$ cat src/rtl/mem_arbiter.sv
// Round-robin arbiter sharing one fixed-latency single-port memory between
// the instruction-fetch port and the data port of the core.
module mem_arbiter #(
  parameter int ADDR_WIDTH  = 32,
  parameter int DATA_WIDTH  = 32,
  parameter int MEM_LATENCY = 2
) (
  input  logic                  clk,
  input  logic                  rst,
  input  logic                  inst_ren,
  input  logic [ADDR_WIDTH-1:0] inst_addr,
  output logic [DATA_WIDTH-1:0] inst_data,
  output logic                  rom_stall,
  input  logic                  mem_ren,
  input  logic                  mem_wen,
  input  logic [ADDR_WIDTH-1:0] mem_addr,
  input  logic [DATA_WIDTH-1:0] mem_dout,
  output logic [DATA_WIDTH-1:0] mem_din,
  output logic                  ram_stall,
  output logic                  ext_cs,
  output logic                  ext_we,
  output logic [ADDR_WIDTH-1:0] ext_addr,
  output logic [DATA_WIDTH-1:0] ext_din,
  input  logic [DATA_WIDTH-1:0] ext_dout,
  output logic                  busy
);

  // state  | meaning
  // IDLE   | no access in flight; arbitrates and grants one port
  // ACCESS | ext_cs held for MEM_LATENCY cycles; ext_dout captured on the last
  // DONE   | one-cycle completion window; owner's stall is released
  typedef enum logic [1:0] {
    IDLE   = 2'd0,
    ACCESS = 2'd1,
    DONE   = 2'd2
  } state_t;

  localparam logic PORT_INST = 1'b0;
  localparam logic PORT_DATA = 1'b1;
  localparam logic [3:0] LAT_M1 = 4'(MEM_LATENCY - 1);

  state_t     state;
  logic       owner;
  logic       last_grant;
  logic [3:0] counter;

  logic inst_req;
  logic data_req;
  logic grant_data;

  assign inst_req = inst_ren;
  assign data_req = mem_ren | mem_wen;

  // On a tie the port that did not win last time gets the memory.
  assign grant_data = data_req & (~inst_req | (last_grant == PORT_INST));

  assign rom_stall = inst_req & ~((state == DONE) && (owner == PORT_INST));
  assign ram_stall = data_req & ~((state == DONE) && (owner == PORT_DATA));

  always_ff @(posedge clk or posedge rst) begin
    if (rst) begin
      state      <= IDLE;
      owner      <= PORT_INST;
      last_grant <= PORT_INST;
      counter    <= 4'd0;
      ext_cs     <= 1'b0;
      ext_we     <= 1'b0;
      ext_addr   <= '0;
      ext_din    <= '0;
      inst_data  <= '0;
      mem_din    <= '0;
      busy       <= 1'b0;
    end else begin
      case (state)
        IDLE: begin
          if (inst_req || data_req) begin
            owner      <= grant_data;
            last_grant <= grant_data;
            ext_addr   <= grant_data ? mem_addr : inst_addr;
            ext_din    <= grant_data ? mem_dout : '0;
            ext_we     <= grant_data & mem_wen;
            ext_cs     <= 1'b1;
            busy       <= 1'b1;
            counter    <= LAT_M1;
            state      <= ACCESS;
          end
        end
        ACCESS: begin
          if (counter == 4'd0) begin
            if (owner == PORT_INST) begin
              inst_data <= ext_dout;
            end else if (!ext_we) begin
              mem_din <= ext_dout;
            end
            ext_cs <= 1'b0;
            ext_we <= 1'b0;
            state  <= DONE;
          end else begin
            counter <= counter - 4'd1;
          end
        end
        DONE: begin
          busy  <= 1'b0;
          state <= IDLE;
        end
        default: begin
          ext_cs <= 1'b0;
          ext_we <= 1'b0;
          busy   <= 1'b0;
          state  <= IDLE;
        end
      endcase
    end
  end

endmodule

$ cat config.mk
export PLATFORM = sky130hd
export DESIGN_NAME = mem_arbiter
export DESIGN_NICKNAME = d
export VERILOG_FILES = /design/src/rtl/mem_arbiter.sv
export SDC_FILE = /design/constraint.sdc
export NUM_CORES = 1
export LEC_CHECK = 0
export CORE_ASPECT_RATIO = 1.75
export CORE_UTILIZATION = 38
export DETAILED_ROUTE_END_ITERATION = 12
export PLACE_DENSITY_LB_ADDON = 0.15
export SLEW_MARGIN = 20
export SYNTH_ARGS = -nofsm -noshare
export SYNTH_HDL_FRONTEND = slang
export SYNTH_SLANG_ARGS = --single-unit
$ cat constraint.sdc
create_clock -name clk -period 4.3 [get_ports clk]
set_input_delay 0.43 -clock clk [delete_from_list [all_inputs] [get_ports clk]]
set_output_delay 0.43 -clock clk [all_outputs]
set_load 0.005 [all_outputs]
==> metrics.csv <==
metric;value;unit
cts_tree;built;
post_cts_resize_count;0;
via_count;4393;
max_slew_margin;0.2512;
die_x;95.82;um
p_leak;4.119;nW
max_freq;397.3;MHz
diodes;0;
cts_max_level;4;
ctsLongestPathBuffers;2;
grt_antenna_before_repair;0;
synth_cells;405;
finalClockSkew;0.01254;ns
post_drt_wl_per_cell;17.76;um
die_h;166.2;um
grt_start_max_net_pins;111;
rows;59;
syn_to_final_growth;57.40;%
crit_path_end_kind;flop;
start_util;0.3906;
p_per_area;741.1;mW/mm^2
nNetsFinal;796;
synth_area_leaders;dfrtp_1 59%, mux2_4 15%, mux2i_1 5.5%;
port_buffers;265;
yosysTopAreaCell;dfrtp_1;
dp_hpwl;10550;um
worstPathMaxFanout;32;
synth_area_per_cell;14.45;um^2
via_per_inst;5.126;
worstSkewPairLatency;0.41;ns
max-vdd-ir-drop;0.4120;mV
finalCritPeriodShare;0.5853;
drt_iter0_markers;149;
rsz0062_at_grt;false;
final_cells;857;
syn_area;0.005853;mm^2
synth.top_cell.area_share;0.5900;
routabilityCongestion;0.7456;
drive_gt1_frac;0.1617;
start_kind;flop;
core_area;0.01499;mm^2
min_period;2.517;ns
synth_edf_count;0;
tightest_slew;1.123;ns
synth_most_common_cell;dfrtp_1;
crit_arrival;2.80;ns
status;finished clean;
ys.flop_type;dfrtp_1;
setup_violations;0;
grt_pass1_vias;4670;
maxCapViolations;0;
path_clk_slew;0.06;ns
netlist_top_cells_count;138 x dfrtp_1, 60 x mux2_4, 33 x a21oi_1, 33 x a22o_1, 33 x a31oi_1;
cts_hold_buf;0;
grt_overflow;0;
drc;0;
track_usage;0.1964;
ant_nets;0;
cts_root_buf;clkbuf_16;
ys.warnings.count;0;
clock_sinks;138;
critPathRequiredTime;4.58;ns
ios;266;
synth_seq_cells;138;
setup-tns-final;0;ns
finalHoldViolations;0;
syn_nets;540;
firstDrtPassIters;4;
place_inst;825;
postCtsSetupRepairBufs;0;
async_flop_share;1.000;
crit_type;flop to flop;
routed_wl;15220;um
yosysUniqueCellTypes;34;
dieArea;0.01592;mm^2
grt_pass1_wl;23950;um
synth-seq-area-share;0.5900;
slew_viol_final;0;
hp-class;input pin to asynchronous set/reset pin;
cts_buffers;17;
placed cells by master, fill, tap and decap left out, drive strengths merged:
| cell | Yosys | routed |
|---|---|---|
| clkdlybuf4s50 | 0 | 265 |
| dfrtp | 138 | 138 |
| mux2 | 64 | 64 |
| a22o | 33 | 33 |
| a21oi | 33 | 33 |
| a31oi | 33 | 33 |
| mux2i | 32 | 32 |
| clkbuf | 17 | 18 |
| inv | 7 | 13 |
| buf | 16 | 5 |
| nor3 | 3 | 3 |
| o21ai | 3 | 3 |
| bufinv | 0 | 3 |
| nand2b | 3 | 3 |
| nor2 | 3 | 3 |
| clkinv | 0 | 3 |
| o2bb2ai | 2 | 2 |
| a32o | 2 | 2 |
| ha | 2 | 2 |
| clkinvlp | 0 | 2 |
| a2bb2oi | 2 | 2 |
| or4 | 2 | 2 |
| or3 | 1 | 1 |
| nand2 | 1 | 1 |
| and2 | 1 | 1 |
| o31a | 1 | 1 |
| nor3b | 1 | 1 |
| xnor2 | 1 | 1 |
| nor2b | 1 | 1 |
| a21o | 1 | 1 |
| a211oi | 1 | 1 |
| a21boi | 1 | 1 |
power by group:
group	total, mW	switching [mW]	internal, mW
combinational	2.97	1.03	1.94
sequential	2.33	0.396	1.94
clock	1.53	0.597	0.930
total	6.83	2.02	4.81
stage by stage:
step	hold WS [ns]	utilization	setup slack (ns)	power, mW	instance area (um^2)
6_report	0.4955	0.6148	1.783	6.828	9213
5_1_grt	0.5124	0.6148	1.664	7.244	9213
4_1_cts	0.5056	0.6145	1.761	6.913	9209
3_5_place_dp	0.4901	0.5735	1.502	5.335	8594
3_3_place_gp	0.4883	0.5735	1.583	5.242	8594
2_1_floorplan	0.4787	-	0.1738	3.718	5853
path summary, 6_finish.rpt:
| path | startpoint | to | slack [ns] | depth (start not counted) |
|---|---|---|---|---|
| setup / recovery | counter[0]$_DFFE_PP0P_ | inst_data[12]$_DFFE_PP0P_ | 1.78 | 5 |
| hold / removal | rst | ext_din[8]$_DFFE_PP0P_ | 0.50 | 2 |
| setup reg to reg | counter[0]$_DFFE_PP0P_ | inst_data[12]$_DFFE_PP0P_ | 1.78 | 5 |
| hold reg to reg | inst_data[22]$_DFFE_PP0P_ | inst_data[22]$_DFFE_PP0P_ | 0.50 | 1 |
| max in group asynchronous | rst | ext_din[27]$_DFFE_PP0P_ | 2.84 | 3 |
| min in group clk | inst_data[22]$_DFFE_PP0P_ | inst_data[22]$_DFFE_PP0P_ | 0.50 | 1 |
critical path: stages (launching register included):
cell	delay [ns]
dfrtp_1	0.38
inv_1	0.11
ha_1	0.18
nand2b_1	0.12
or4_2	1.10
mux2_4	0.48
sequential cells by signal (all words and copies together) (netlist names):
register / flops
inst_data: 32
counter: 4
busy: 1
ext_din: 32
ext_cs: 1
mem_din: 32
ext_we: 1
state: 2
last_grant: 1
ext_addr: 32
metal layers:
metal	GRT usage	wire length [um]	vias up
met1	0.2215	5805	2147
met5	0	0	-
met3	0.05403	1134	29
met2	0.3339	7842	208
met4	0.09474	440	0
li1	-	-	2009
cell families after synthesis:
family / count (synthesis) / synth area share
XOR/XNOR: 1 / 0.001497
buffers and inverters: 40 / 0.04040
AND/OR/NAND/NOR: 16 / 0.01732
multiplexers: 96 / 0.2163
flip-flops: 138 / 0.5900
adder cells (fa/ha/maj): 2 / 0.004275
AO/OA/AOI/OAI: 112 / 0.1302
layout make-up:
type | instances | area [um^2]
clock buffer | 18 | 429.2
inverter | 7 | 31.28
timing repair buffer | 270 | 2690
multi-input combinational | 227 | 2195
sequential | 138 | 3453
clock inverter | 14 | 185.2
fill | 1183 | 5773
tap | 183 | 229.0
(Power assumes the default switching activity.)
